[config.mk]
export PLATFORM = sky130hd
export DESIGN_NAME = iq_mixer_nco_flat
export DESIGN_NICKNAME = d
export VERILOG_FILES = /design/src/rtl/iq_mixer_nco_if.sv /design/src/rtl/iq_mixer_nco.sv /design/src/flat_wrapper.sv
export SDC_FILE = /design/constraint.sdc
export NUM_CORES = 1
export LEC_CHECK = 0
export CAP_MARGIN = 20
export CORE_MARGIN = 5
export CORE_UTILIZATION = 48
export DETAILED_ROUTE_END_ITERATION = 12
export HOLD_SLACK_MARGIN = 0.1
export PLACE_DENSITY = 0.72
export SETUP_SLACK_MARGIN = 0.3
export SLEW_MARGIN = 10
export SYNTH_ARGS = -nofsm -noshare
export SYNTH_HDL_FRONTEND = slang
export SYNTH_SLANG_ARGS = --single-unit
[constraint.sdc]
create_clock -name i_clk -period 3.9 [get_ports i_clk]
set_input_delay 0.78 -clock i_clk [delete_from_list [all_inputs] [get_ports i_clk]]
set_output_delay 0.78 -clock i_clk [all_outputs]
set_load 0.02 [all_outputs]
[src/rtl/iq_mixer_nco_if.sv]
// ADC-side sample/control inputs and prefilter-side results of iq_mixer_nco.
// The slave modport faces the mixer; the master modport faces the ADC/prefilter side.
interface iq_mixer_nco_if #(
  parameter int IN_W    = 4,
  parameter int PHASE_W = 8,
  parameter int OUT_W   = 8
);
  logic                      i_adc_eoc;
  logic        [IN_W-1:0]    i_I_if;
  logic        [IN_W-1:0]    i_Q_if;
  logic        [PHASE_W-1:0] i_phase_inc;
  logic                      i_phase_clr;
  logic        [1:0]         i_mode;
  logic signed [OUT_W-1:0]   o_I_prefilter;
  logic signed [OUT_W-1:0]   o_Q_prefilter;
  logic                      o_sample_ready;
  logic                      o_sat;

  modport master (
    output i_adc_eoc, i_I_if, i_Q_if, i_phase_inc, i_phase_clr, i_mode,
    input  o_I_prefilter, o_Q_prefilter, o_sample_ready, o_sat
  );

  modport slave (
    input  i_adc_eoc, i_I_if, i_Q_if, i_phase_inc, i_phase_clr, i_mode,
    output o_I_prefilter, o_Q_prefilter, o_sample_ready, o_sat
  );
endinterface

[src/rtl/iq_mixer_nco.sv]
// Complex IF-to-baseband mixer with per-sample NCO; result registered 4 clocks after eoc is first sampled high.
// No backpressure: one result per capture, never stalls.
module iq_mixer_nco #(
  parameter int IN_W    = 4,
  parameter int LO_W    = 4,
  parameter int LUT_AW  = 4,
  parameter int PHASE_W = 8,
  parameter int OUT_W   = 8
) (
  input logic           i_clk,
  input logic           i_rst,
  iq_mixer_nco_if.slave bus
);
  localparam int  LUT_N  = 1 << LUT_AW;
  localparam int  PW     = IN_W + LO_W;
  localparam int  SW     = PW + 1;
  localparam real AMP    = real'((1 << (LO_W - 1)) - 1);
  localparam real TWO_PI = 6.283185307179586;
  localparam logic signed [SW-1:0] SAT_MAX = {{(SW - OUT_W + 1){1'b0}}, {(OUT_W - 1){1'b1}}};
  localparam logic signed [SW-1:0] SAT_MIN = ~SAT_MAX;

  logic signed [LO_W-1:0] cos_lut [LUT_N];
  logic signed [LO_W-1:0] sin_lut [LUT_N];

  for (genvar k = 0; k < LUT_N; k++) begin : g_lut
    localparam int COS_V = int'(AMP * $cos(TWO_PI * k / LUT_N));
    localparam int SIN_V = int'(AMP * $sin(TWO_PI * k / LUT_N));
    assign cos_lut[k] = COS_V[LO_W-1:0];
    assign sin_lut[k] = SIN_V[LO_W-1:0];
  end

  // Sync flops reset high so an eoc already high at reset release is not a capture.
  logic s1, s2, s3, cap;
  always_ff @(posedge i_clk) begin
    if (i_rst) {s1, s2, s3} <= 3'b111;
    else       {s1, s2, s3} <= {bus.i_adc_eoc, s1, s2};
  end
  assign cap = s2 & ~s3;

  logic [PHASE_W-1:0]     phase, phase_use;
  logic [LUT_AW-1:0]      lut_idx;
  logic                   cap_vld;
  logic signed [IN_W-1:0] x_i, x_q;
  logic signed [LO_W-1:0] lo_cos, lo_sin;
  logic [1:0]             cap_mode;

  assign phase_use = bus.i_phase_clr ? '0 : phase;
  assign lut_idx   = phase_use[PHASE_W-1 -: LUT_AW];

  always_ff @(posedge i_clk) begin
    if (i_rst) begin
      phase   <= '0;
      cap_vld <= 1'b0;
    end else begin
      cap_vld <= cap;
      if (cap)                  phase <= phase_use + bus.i_phase_inc;
      else if (bus.i_phase_clr) phase <= '0;
    end
  end

  // Offset-binary to two's complement is an MSB flip.
  always_ff @(posedge i_clk) begin
    if (cap) begin
      x_i      <= bus.i_I_if ^ {1'b1, {(IN_W - 1){1'b0}}};
      x_q      <= bus.i_Q_if ^ {1'b1, {(IN_W - 1){1'b0}}};
      lo_cos   <= cos_lut[lut_idx];
      lo_sin   <= sin_lut[lut_idx];
      cap_mode <= bus.i_mode;
    end
  end

  logic signed [PW-1:0]   xi_w, xq_w, c_w, s_w;
  logic signed [PW-1:0]   p_ic, p_is, p_qc, p_qs;
  logic signed [IN_W-1:0] d_i, d_q;
  logic [1:0]             prod_mode;
  logic                   prod_vld;

  assign xi_w = PW'(x_i);
  assign xq_w = PW'(x_q);
  assign c_w  = PW'(lo_cos);
  assign s_w  = PW'(lo_sin);

  always_ff @(posedge i_clk) begin
    if (i_rst) prod_vld <= 1'b0;
    else       prod_vld <= cap_vld;
  end

  always_ff @(posedge i_clk) begin
    if (cap_vld) begin
      p_ic      <= xi_w * c_w;
      p_is      <= xi_w * s_w;
      p_qc      <= xq_w * c_w;
      p_qs      <= xq_w * s_w;
      d_i       <= x_i;
      d_q       <= x_q;
      prod_mode <= cap_mode;
    end
  end

  logic signed [SW-1:0] sum_i, sum_q;
  always_comb begin
    sum_i = '0;
    sum_q = '0;
    if (prod_mode[1]) begin
      sum_i = SW'(d_i);
      sum_q = SW'(d_q);
    end else if (!prod_mode[0]) begin
      sum_i = SW'(p_ic) - SW'(p_qs);
      sum_q = SW'(p_is) + SW'(p_qc);
    end else begin
      sum_i = SW'(p_ic) + SW'(p_qs);
      sum_q = SW'(p_qc) - SW'(p_is);
    end
  end

  // Returns {clip_flag, saturated_value}.
  function automatic logic [OUT_W:0] saturate(input logic signed [SW-1:0] v);
    if (v > SAT_MAX) return {1'b1, SAT_MAX[OUT_W-1:0]};
    if (v < SAT_MIN) return {1'b1, SAT_MIN[OUT_W-1:0]};
    return {1'b0, v[OUT_W-1:0]};
  endfunction

  logic [OUT_W:0] sat_i, sat_q;
  assign sat_i = saturate(sum_i);
  assign sat_q = saturate(sum_q);

  always_ff @(posedge i_clk) begin
    if (i_rst) begin
      bus.o_I_prefilter  <= '0;
      bus.o_Q_prefilter  <= '0;
      bus.o_sample_ready <= 1'b0;
      bus.o_sat          <= 1'b0;
    end else begin
      bus.o_sample_ready <= prod_vld;
      if (prod_vld) begin
        bus.o_I_prefilter <= sat_i[OUT_W-1:0];
        bus.o_Q_prefilter <= sat_q[OUT_W-1:0];
        bus.o_sat         <= sat_i[OUT_W] | sat_q[OUT_W];
      end
    end
  end
endmodule

[src/flat_wrapper.sv]
// flat-port wrapper written by rule: the top's interface ports become plain ports
module iq_mixer_nco_flat 
#(
  parameter int IN_W    = 4,
  parameter int LO_W    = 4,
  parameter int LUT_AW  = 4,
  parameter int PHASE_W = 8,
  parameter int OUT_W   = 8
)
  (i_clk, i_rst, bus_i_adc_eoc, bus_i_I_if, bus_i_Q_if, bus_i_phase_inc, bus_i_phase_clr, bus_i_mode, bus_o_I_prefilter, bus_o_Q_prefilter, bus_o_sample_ready, bus_o_sat);
  iq_mixer_nco_if #(.IN_W(IN_W), .PHASE_W(PHASE_W), .OUT_W(OUT_W)) bus_i ();
  input logic i_clk;
  input logic i_rst;
  input wire logic [$bits(bus_i.i_adc_eoc)-1:0] bus_i_adc_eoc;
  input wire logic [$bits(bus_i.i_I_if)-1:0] bus_i_I_if;
  input wire logic [$bits(bus_i.i_Q_if)-1:0] bus_i_Q_if;
  input wire logic [$bits(bus_i.i_phase_inc)-1:0] bus_i_phase_inc;
  input wire logic [$bits(bus_i.i_phase_clr)-1:0] bus_i_phase_clr;
  input wire logic [$bits(bus_i.i_mode)-1:0] bus_i_mode;
  output wire logic [$bits(bus_i.o_I_prefilter)-1:0] bus_o_I_prefilter;
  output wire logic [$bits(bus_i.o_Q_prefilter)-1:0] bus_o_Q_prefilter;
  output wire logic [$bits(bus_i.o_sample_ready)-1:0] bus_o_sample_ready;
  output wire logic [$bits(bus_i.o_sat)-1:0] bus_o_sat;
  assign bus_i.i_adc_eoc = bus_i_adc_eoc;
  assign bus_i.i_I_if = bus_i_I_if;
  assign bus_i.i_Q_if = bus_i_Q_if;
  assign bus_i.i_phase_inc = bus_i_phase_inc;
  assign bus_i.i_phase_clr = bus_i_phase_clr;
  assign bus_i.i_mode = bus_i_mode;
  assign bus_o_I_prefilter = bus_i.o_I_prefilter;
  assign bus_o_Q_prefilter = bus_i.o_Q_prefilter;
  assign bus_o_sample_ready = bus_i.o_sample_ready;
  assign bus_o_sat = bus_i.o_sat;
  iq_mixer_nco #(.IN_W(IN_W), .LO_W(LO_W), .LUT_AW(LUT_AW), .PHASE_W(PHASE_W), .OUT_W(OUT_W)) u_core (.i_clk(i_clk), .i_rst(i_rst), .bus(bus_i));
endmodule
==> results of run 1 <==
-- through the flow --
| step | std cells | util | setup slack [ns] |
|---|---|---|---|
| 2_1_floorplan | 696 | - | 0.433 |
| 3_3_place_gp | 908 | 0.528 | 0.424 |
| 3_5_place_dp | 908 | 0.528 | 0.333 |
| 4_1_cts | 924 | 0.547 | 0.335 |
| 5_1_grt | 932 | 0.552 | 0.269 |
| 6_report | 932 | 0.552 | 0.420 |
-- how the worst min path moves through the flow --
| stage | cells past startpoint | endpoint | from |
|---|---|---|---|
| after floorplan | 1 | u_core.s2$_SDFF_PP1_ | u_core.s1$_SDFF_PP1_ |
| after global placement | 1 | u_core.s2$_SDFF_PP1_ | u_core.s1$_SDFF_PP1_ |
| after detailed placement | 1 | u_core.s2$_SDFF_PP1_ | u_core.s1$_SDFF_PP1_ |
| after CTS | 1 | u_core.s2$_SDFF_PP1_ | u_core.s1$_SDFF_PP1_ |
| after global routing | 1 | u_core.s2$_SDFF_PP1_ | u_core.s1$_SDFF_PP1_ |
| final | 1 | u_core.s2$_SDFF_PP1_ | u_core.s1$_SDFF_PP1_ |
-- cell families (layout without fill, tap and decap cells) --
logic type                 count (synthesis)  count (layout)  share of synthesized area
muxes                                     11              11                     0.0173
DFF                                       91              91                      0.345
and+or+nand+nor                          195             195                      0.136
xor gates and xnor gates                  59              59                     0.0794
AOI/OAI and AO/OA                        124             124                      0.118
adders and majority gates                117             117                      0.250
buffers and inverters                     99             151                     0.0545
-- final cells by class --
| class | instances | area (um2) | area share |
|---|---|---|---|
| clock inverters | 1 | 6.26 | 0.000785 |
| flip-flops and latches | 91 | 2420 | 0.304 |
| clock buffers | 15 | 280 | 0.0352 |
| well taps | 184 | 230 | 0.0289 |
| multi-input cells | 506 | 4230 | 0.531 |
| inverters | 84 | 315 | 0.0396 |
| repair buffers | 51 | 478 | 0.0600 |
-- flip-flops by register name (all words and copies together) (netlist names), 2 cells and up --
register,flops
u_core.p_qs,8
u_core.bus.o_Q_prefilter,8
u_core.bus.o_I_prefilter,8
u_core.p_is,8
u_core.d_i,4
u_core.prod_mode,2
u_core.lo_sin,4
u_core.cap_mode,2
u_core.lo_cos,4
u_core.x_q,4
u_core.d_q,4
u_core.x_i,4
u_core.p_qc,8
u_core.p_ic,8
u_core.phase,8
-- worst max-delay path: stages (launching register included) --
cell and delay (ns):
edfxtp_1 0.49, nand2b_1 0.22, fa_1 0.56, fa_1 0.45
fa_1 0.46, inv_1 0.07, ha_1 0.17, inv_1 0.06
fa_1 0.40, inv_1 0.07, a21o_1 0.10, a21oi_1 0.07
xnor2_1 0.12
-- what timing repair did --
action                     4_1_cts  5_1_grt
setup endpoints to repair        0        4
hold buffers                     0        0
setup buffers                    0        8
gates resized for setup          0        3
-- per-layer routing --
| layer | wire length, um | GRT usage | up-vias |
|---|---|---|---|
| li1 | - | - | 2437 |
| met1 | 5770 | 0.206 | 2338 |
| met2 | 6940 | 0.304 | 82 |
| met3 | 512 | 0.0419 | 16 |
| met4 | 174 | 0.0423 | 0 |
| met5 | 0 | 0 | - |
-- where the power goes --
group          leakage (nW)  internal [mW]  switching [mW]
Combinational          2.55          0.141           0.147
Clock                 0.143          0.492           0.347
Sequential            0.791           1.05          0.0152
-- Yosys cell counts (all sizes together) (4+ instances only) --
library cell	number	area share
nand2	49	0.026
a21o	12	0.013
mux2i	5	0.0071
o21ai	34	0.024
xor2	19	0.025
nand2b	22	0.020
or2	4	0.0036
nor2	61	0.033
ha	78	0.14
a21oi	36	0.026
o21a	4	0.0043
inv	84	0.045
a211oi	19	0.026
dfxtp	31	0.088
fa	39	0.11
edfxtp	60	0.26
clkbuf	13	0.0069
nor2b	8	0.0071
nor3	10	0.0071
mux2	6	0.010
xnor2	40	0.055
and2	29	0.026
==> impl_metrics.tcl, run 1 <==
set metrics [dict create \
    async_flop_share 0 \
    fin_hold_ws_ns 0.409 \
    diodes 0 \
    critical_path.startpoint "u_core.x_i[0]$_DFFE_PP_" \
    syn_area_mm2 0.00703 \
    wirelength_um 13400 \
    cts_buffers 9 \
    p_leak_nw 3.48 \
    cts-root-buf "clkbuf_16" \
    wl_per_cell_um 14.4 \
    max_clock_freq_mhz 287 \
    holdCritPathClass "reg -> reg" \
    postSynthCellCount 696 \
    arrival_ns 3.58 \
    tns_ns 0 \
    cp-end-kind "flip-flop" \
    syn_avg_cell_area_um2 10.1 \
    start_util 0.487 \
    ant_nets 0 \
    port_buffers 39 \
    ys_seq_area_frac 0.345 \
    synth_nets 835 \
    top_level_ports 40 \
    antenna_found_initial 0 \
    drtIter0Drc 294 \
    status "completed" \
    finClkSkew_ns 0.00762 \
    ys_ff_latch 91 \
    grt_pass1_wl_um 23200 \
    fill_cells 1254 \
    ys.flop_type "edfxtp_1" \
    cp-endpoint "u_core.p_ic[7]$_DFFE_PP_" \
    final_layout_size_suffix_gt1_frac 0.0789 \
    h-tree-depth 3 \
    total_power_mw 2.19 \
    finalSetupViolCount 0 \
    grt_start_max_net_pins 44 \
    max-cap-violations 0 \
    path_clk_slew_ns 0.06 \
    mostFrequentLayoutCells "84 x inv_1, 78 x ha_1, 61 x nor2_1, 60 x edfxtp_1, 49 x nand2_1" \
    grt_usage 0.170 \
    slew_headroom 0.347 \
    viasPerCell 5.23 \
    syn2layout_area_growth_pct 13.4 \
    yosys_warnings 0 \
    fin_crit_ns 3.48 \
    hpwlAfterDp_um 10600 \
    clk_latency_ns 0.35 \
    rsz0062_at_grt "yes" \
    peakVddDrop_mv 0.194 \
    tightest_slew_ns 0.980 \
    timing.rr.end "u_core.p_ic[7]$_DFFE_PP_" \
    crit_fanout 6 \
    drt_first_pass_iters 4 \
    power_density_mw_per_mm2 275 \
    gp_congestion 0.931 \
    r2r_slack_ns 0.42 \
    cp-start-kind "flip-flop" \
    grt_overflow 0 \
    synth_edf_count 60 \
    cp.required_ns 4.00 \
    rr_worst_depth 12 \
    rows 44 \
    postPlaceCellArea_mm2 0.00761 \
    grt_pass1_vias 4970 \
    die_area_mm2 0.0172 \
    crit_type "reg -> reg" \
    hold_viol_final 0 \
    core_area_mm2 0.0144 \
    die_h_um 131 \
    final_net_count 882 \
    cts_max_path_buffers 2 \
    synth_cell_types 55 \
    via_count 4873 \
    period_share 0.892 \
    cts_tree "yes" \
    rr_startpoint "u_core.x_i[0]$_DFFE_PP_" \
    drc 0 \
    timing.final.max_slew_violations 0 \
    fin_area_mm2 0.00797 \
    die_x_um 131 \
    layout_commonest_cell "inv_1" \
    numClockSinks 91 \
]
(Power assumes the default switching activity.)
==> run 2: changes to the inputs <==
--- a/config.mk
+++ b/config.mk
@@ -10,7 +10,7 @@
 export CORE_UTILIZATION = 48
 export DETAILED_ROUTE_END_ITERATION = 12
 export HOLD_SLACK_MARGIN = 0.1
-export PLACE_DENSITY = 0.72
+export PLACE_DENSITY = 0.75
 export SETUP_SLACK_MARGIN = 0.3
 export SLEW_MARGIN = 10
 export SYNTH_ARGS = -nofsm -noshare
==> constraint.sdc (replaced) <==
create_clock -name i_clk -period 3 [get_ports i_clk]
set_input_delay 0.6 -clock i_clk [delete_from_list [all_inputs] [get_ports i_clk]]
set_output_delay 0.6 -clock i_clk [all_outputs]
set_load 0.02 [all_outputs]
==> run 2 against run 1 <==
Effect of this change:
- the run now ends with negative setup slack left
- global-route usage grew 2.1 points
- flip-flop and latch count is the same
- sequential share of layout area shrank 4.6 points
- non-clock buffer count grew 87
- register-to-register slack lost 0.81 ns
- sequential power grew 30%
- wire length grew 22%
- worst setup slack lost 0.81 ns
- largest cell class unchanged
- largest power group unchanged
==> impl_metrics.tcl, run 2 (synthesis gave the netlist of run 1 again) <==
set metrics [dict create \
    fin_ws_ns -0.391 \
    top_level_ports 40 \
    grt_usage 0.191 \
    finClkSkew_ns 0.00792 \
    status "finished with violations" \
    hold_viol_final 0 \
    rsz0062_at_grt "yes" \
    violations "negative setup slack" \
    place_ws_ns -0.367 \
    syn2layout_area_growth_pct 33.7 \
    drc 0 \
    cp-start-kind "flip-flop" \
    path_cells "buf_6 -> nand2b_4 -> fa_1 -> fa_1 -> fa_1 -> inv_1 -> ha_2 -> inv_2 -> fa_2 -> inv_1 -> a21o_1 -> a21oi_2 -> xnor2_1" \
    timing.final.max_slew_violations 0 \
    grt_pass1_wl_um 26200 \
    cp_common_cell "fa_1" \
    fin_area_mm2 0.00939 \
    max_stage_delay_ns 0.52 \
    cts_max_path_buffers 2 \
    grt_pass1_vias 5729 \
    die_area_mm2 0.0172 \
    fill_cells 1015 \
    port_buffers 39 \
    grt_start_max_net_pins 44 \
    crit_type "reg -> reg" \
    crit_family "adder cells" \
    peakVddDrop_mv 0.294 \
    place_inst 962 \
    max-cap-violations 0 \
    final_core_util 0.651 \
    ant_nets 0 \
    postPlaceCellArea_mm2 0.00809 \
    antenna_found_initial 0 \
    core_area_mm2 0.0144 \
    drtIter0Drc 172 \
    start_util 0.487 \
    period_share 1.13 \
    drt_first_pass_iters 5 \
    p_leak_nw 4.05 \
    grt_overflow 0 \
    h-tree-depth 3 \
    cts_tree "yes" \
    finalSetupViolCount 16 \
    final_layout_size_suffix_gt1_frac 0.323 \
    fin_crit_ns 3.39 \
    rr_worst_depth 13 \
    slew_headroom 0.305 \
    power_density_mw_per_mm2 326 \
    mostFrequentLayoutCells "74 x buf_4, 62 x inv_1, 60 x edfxtp_1, 56 x ha_1, 51 x nor2_1" \
    numClockSinks 91 \
    max_clock_freq_mhz 295 \
    holdCritPathClass "reg -> reg" \
    fin_hold_ws_ns 0.415 \
    clk_latency_ns 0.35 \
    crit_buf_inv 4 \
    layout_commonest_cell "buf_4" \
    path_clk_slew_ns 0.07 \
    final_net_count 969 \
    tightest_slew_ns 1.04 \
    fin_cells 1019 \
    die_h_um 131 \
    critical_path_depth 13 \
    cts_buffers 9 \
    holdPathStages 1 \
    die_x_um 131 \
    diodes 0 \
    arrival_ns 3.50 \
    viasPerCell 5.26 \
    via_count 5359 \
    wirelength_um 16300 \
    gp_congestion 0.853 \
    cts-root-buf "clkbuf_16" \
    cp-end-kind "flip-flop" \
    crit_fanout 2 \
    cp.required_ns 3.10 \
    hpwlAfterDp_um 11300 \
    cp_slowest_cell "fa_1" \
    rows 44 \
    wl_per_cell_um 16.0 \
]
==> run 2: changes by cell type in the layout (fill, tap and decap cells not counted), sizes merged <==
cell,previous run,this run
clkdlybuf4s50,39,38
buf,11,99
clkbuf,16,11
dlymetal6s2s,0,1
inv,85,84
bufinv,0,1
clkinv,0,4
==> run 2: path summary, 6_finish.rpt <==
| kind | startpoint | slack (ns) | end |
|---|---|---|---|
| setup / recovery | u_core.x_i[0]$_DFFE_PP_ | -0.39 | u_core.p_is[7]$_DFFE_PP_ |
| hold / removal | u_core.s1$_SDFF_PP1_ | 0.41 | u_core.s2$_SDFF_PP1_ |
| setup reg to reg | u_core.x_i[0]$_DFFE_PP_ | -0.39 | u_core.p_is[7]$_DFFE_PP_ |
| hold reg to reg | u_core.s1$_SDFF_PP1_ | 0.41 | u_core.s2$_SDFF_PP1_ |
==> run 2: area by class of cell <==
type,instances,area [um2],share of cell area
clock buffer,11,243,0.0258
clock inverter,5,52.6,0.00560
sequential,91,2420,0.258
timing repair buffer,138,1250,0.133
inverter,84,315,0.0336
multi-input combinational,506,4880,0.520
tap,184,230,0.0245
==> run 2: metrics by stage <==
stage | power [mW] | setup TNS (ns)
2_1_floorplan | 1.69 | -1.48
3_3_place_gp | 1.81 | -2.26
3_5_place_dp | 1.83 | -3.61
4_1_cts | 3.00 | -3.16
5_1_grt | 3.17 | -5.24
6_report | 3.06 | -3.80
==> run 2: metal layers <==
layer	GRT usage	wire length, um	up-vias
li1	-	-	2605
met3	0.0378	736	28
met2	0.364	9000	101
met1	0.213	6260	2625
met5	0	0	-
met4	0.0587	302	0
==> run 2: report_power, final <==
part	total [mW]	internal, mW	leakage, nW	switching [mW]
clock network	1.15	0.665	0.147	0.481
registers	1.38	1.36	0.791	0.0183
logic	0.533	0.278	3.11	0.255
total	3.06	2.30	4.05	0.754
==> run 2: timing repair <==
action	in CTS	in global routing
setup buffers	29	12
pin swaps	41	48
endpoints found under the setup margin	34	37
resized for setup	61	93
hold buffers	0	0
==> run 2: worst reg2reg max path, delay by kind of cell (launching register included) <==
| kind | cells | cell delay (ns) |
|---|---|---|
| compound gates | 2 | 0.17 |
| xor+xnor | 1 | 0.12 |
| fa+ha+maj | 5 | 1.98 |
| buf+inv | 4 | 0.32 |
| flops | 1 | 0.42 |
| simple gates | 1 | 0.14 |
==> run 3: changes to the inputs <==
--- a/config.mk
+++ b/config.mk
@@ -10,7 +10,7 @@
 export CORE_UTILIZATION = 48
 export DETAILED_ROUTE_END_ITERATION = 12
 export HOLD_SLACK_MARGIN = 0.1
-export PLACE_DENSITY = 0.75
+export PLACE_DENSITY = 0.72
 export SETUP_SLACK_MARGIN = 0.3
 export SLEW_MARGIN = 10
 export SYNTH_ARGS = -nofsm -noshare
==> constraint.sdc (replaced) <==
create_clock -name i_clk -period 3.6 [get_ports i_clk]
set_input_delay 0.72 -clock i_clk [delete_from_list [all_inputs] [get_ports i_clk]]
set_output_delay 0.72 -clock i_clk [all_outputs]
set_load 0.02 [all_outputs]
==> run 3 against run 2 <==
Effect of this change:
- the run now ends clean
- first-iteration DRC count up 8.7%
- cell count down 6.4%
- clock power down 20%
- sequential share of layout area up 3.6 points
- worst setup slack better by 0.66 ns
- critical path depth unchanged
- global-route usage down 1.4 points
==> impl_metrics.tcl, run 3 (synthesis gave the netlist of run 1 again) <==
set metrics [dict create \
    gp_congestion 0.873 \
    crit_type "reg -> reg" \
    diodes 0 \
    fin_crit_ns 3.33 \
    viasPerCell 5.27 \
    grt_util_met2 0.322 \
    cp.required_ns 3.69 \
    power_density_mw_per_mm2 292 \
    period_share 0.926 \
    die_area_mm2 0.0172 \
    wl_per_cell_um 14.6 \
    use_met3 0.0374 \
    drt_first_pass_iters 5 \
    cts_tree "yes" \
    cp-end-kind "flip-flop" \
    rows 44 \
    total_power_mw 2.41 \
    max-cap-violations 0 \
    cts_max_path_buffers 2 \
    timing.final.max_slew_violations 0 \
    tns_ns 0 \
    crit_fanout 2 \
    rr_startpoint "u_core.lo_cos[2]$_DFFE_PP_" \
    cp-endpoint "u_core.p_qc[7]$_DFFE_PP_" \
    cts_buffers 9 \
    ant_nets 0 \
    slew_headroom 0.332 \
    wirelength_um 13900 \
    critical_path.startpoint "u_core.lo_cos[2]$_DFFE_PP_" \
    layout_commonest_cell "inv_1" \
    met1_usage 0.205 \
    final_core_util 0.571 \
    rsz0062_at_grt "yes" \
    path_clk_slew_ns 0.06 \
    grt_overflow 0 \
    place_inst 912 \
    die_h_um 131 \
    timing.rr.end "u_core.p_qc[7]$_DFFE_PP_" \
    clk_latency_ns 0.35 \
    die_x_um 131 \
    drtIter0Drc 187 \
    grt.busiest_layer "met2" \
    syn2layout_area_growth_pct 17.3 \
    p_leak_nw 3.61 \
    start_util 0.487 \
    final_net_count 904 \
    status "completed" \
    hpwlAfterDp_um 10700 \
    tightest_slew_ns 1.00 \
    holdCritPathClass "reg -> reg" \
    core_area_mm2 0.0144 \
    numClockSinks 91 \
    port_buffers 39 \
    peakVddDrop_mv 0.248 \
    finClkSkew_ns 0.00472 \
    antenna_found_initial 0 \
    arrival_ns 3.43 \
    finalSetupViolCount 0 \
    grt_usage 0.177 \
    h-tree-depth 3 \
    rr_worst_depth 13 \
    max_clock_freq_mhz 300 \
    grt_pass1_vias 5327 \
    top_level_ports 40 \
    via_count 5023 \
    cp-start-kind "flip-flop" \
    r2r_slack_ns 0.27 \
    grt_start_max_net_pins 44 \
    cts-root-buf "clkbuf_16" \
    final_layout_size_suffix_gt1_frac 0.136 \
    mostFrequentLayoutCells "80 x inv_1, 75 x ha_1, 60 x nor2_1, 60 x edfxtp_1, 49 x nand2_1" \
    hold_viol_final 0 \
    drc 0 \
    grt_pass1_wl_um 24200 \
    fin_cells 954 \
]
-- run 3: cell type report --
cell class | instances | area, um2
clock inverter | 5 | 31.3
sequential | 91 | 2420
timing repair buffer | 73 | 666
tap | 184 | 230
clock buffer | 11 | 264
inverter | 84 | 315
fill | 1205 | 6180
multi-input combinational | 506 | 4310
-- run 3: worst min-delay path by stage --
stage / startpoint / endpoint / depth (start not counted)
2_1_floorplan: u_core.s1$_SDFF_PP1_ / u_core.s2$_SDFF_PP1_ / 1
3_3_place_gp: u_core.s1$_SDFF_PP1_ / u_core.s2$_SDFF_PP1_ / 1
3_5_place_dp: u_core.s1$_SDFF_PP1_ / u_core.s2$_SDFF_PP1_ / 1
5_1_grt: u_core.s1$_SDFF_PP1_ / u_core.s2$_SDFF_PP1_ / 1
4_1_cts: u_core.s1$_SDFF_PP1_ / u_core.s2$_SDFF_PP1_ / 1
6_report: u_core.s1$_SDFF_PP1_ / u_core.s2$_SDFF_PP1_ / 1
-- run 3: power by group --
group / internal, mW / switching [mW] / total, mW / leakage, nW
Sequential: 1.13 / 0.0150 / 1.15 / 0.791
Clock: 0.530 / 0.394 / 0.924 / 0.154
Combinational: 0.165 / 0.169 / 0.334 / 2.67
Total: 1.83 / 0.578 / 2.41 / 3.61
-- run 3: stage by stage --
step | worst slack [ns] | area, um2 | hold slack [ns]
floorplan | 0.294 | 7040 | 0.389
detailed placement | 0.144 | 7660 | 0.397
CTS | 0.205 | 8120 | 0.411
global placement | 0.219 | 7660 | 0.391
global route | 0.147 | 8240 | 0.426
finish | 0.268 | 8240 | 0.411
-- run 3: worst max-delay path, stage by stage, from the launching register on --
cell,delay [ns]
edfxtp_1,0.44
and2_4,0.20
fa_1,0.47
inv_1,0.05
fa_1,0.52
fa_1,0.41
inv_1,0.07
ha_2,0.18
inv_2,0.04
fa_2,0.35
inv_2,0.06
a21o_1,0.11
a21oi_2,0.06
xnor2_1,0.13
-- run 3: what timing repair did --
action,4_1_cts,5_1_grt
pin swaps,12,20
setup buffers,18,8
hold buffers,0,0
gates cloned,0,0
gates resized for setup,11,11
endpoints found under the setup margin,5,26
-- run 3: layer usage --
layer | up-vias | routed length [um]
li1 | 2483 | -
met1 | 2408 | 5700
met4 | 0 | 282
met3 | 27 | 641
met5 | - | 0
met2 | 105 | 7290
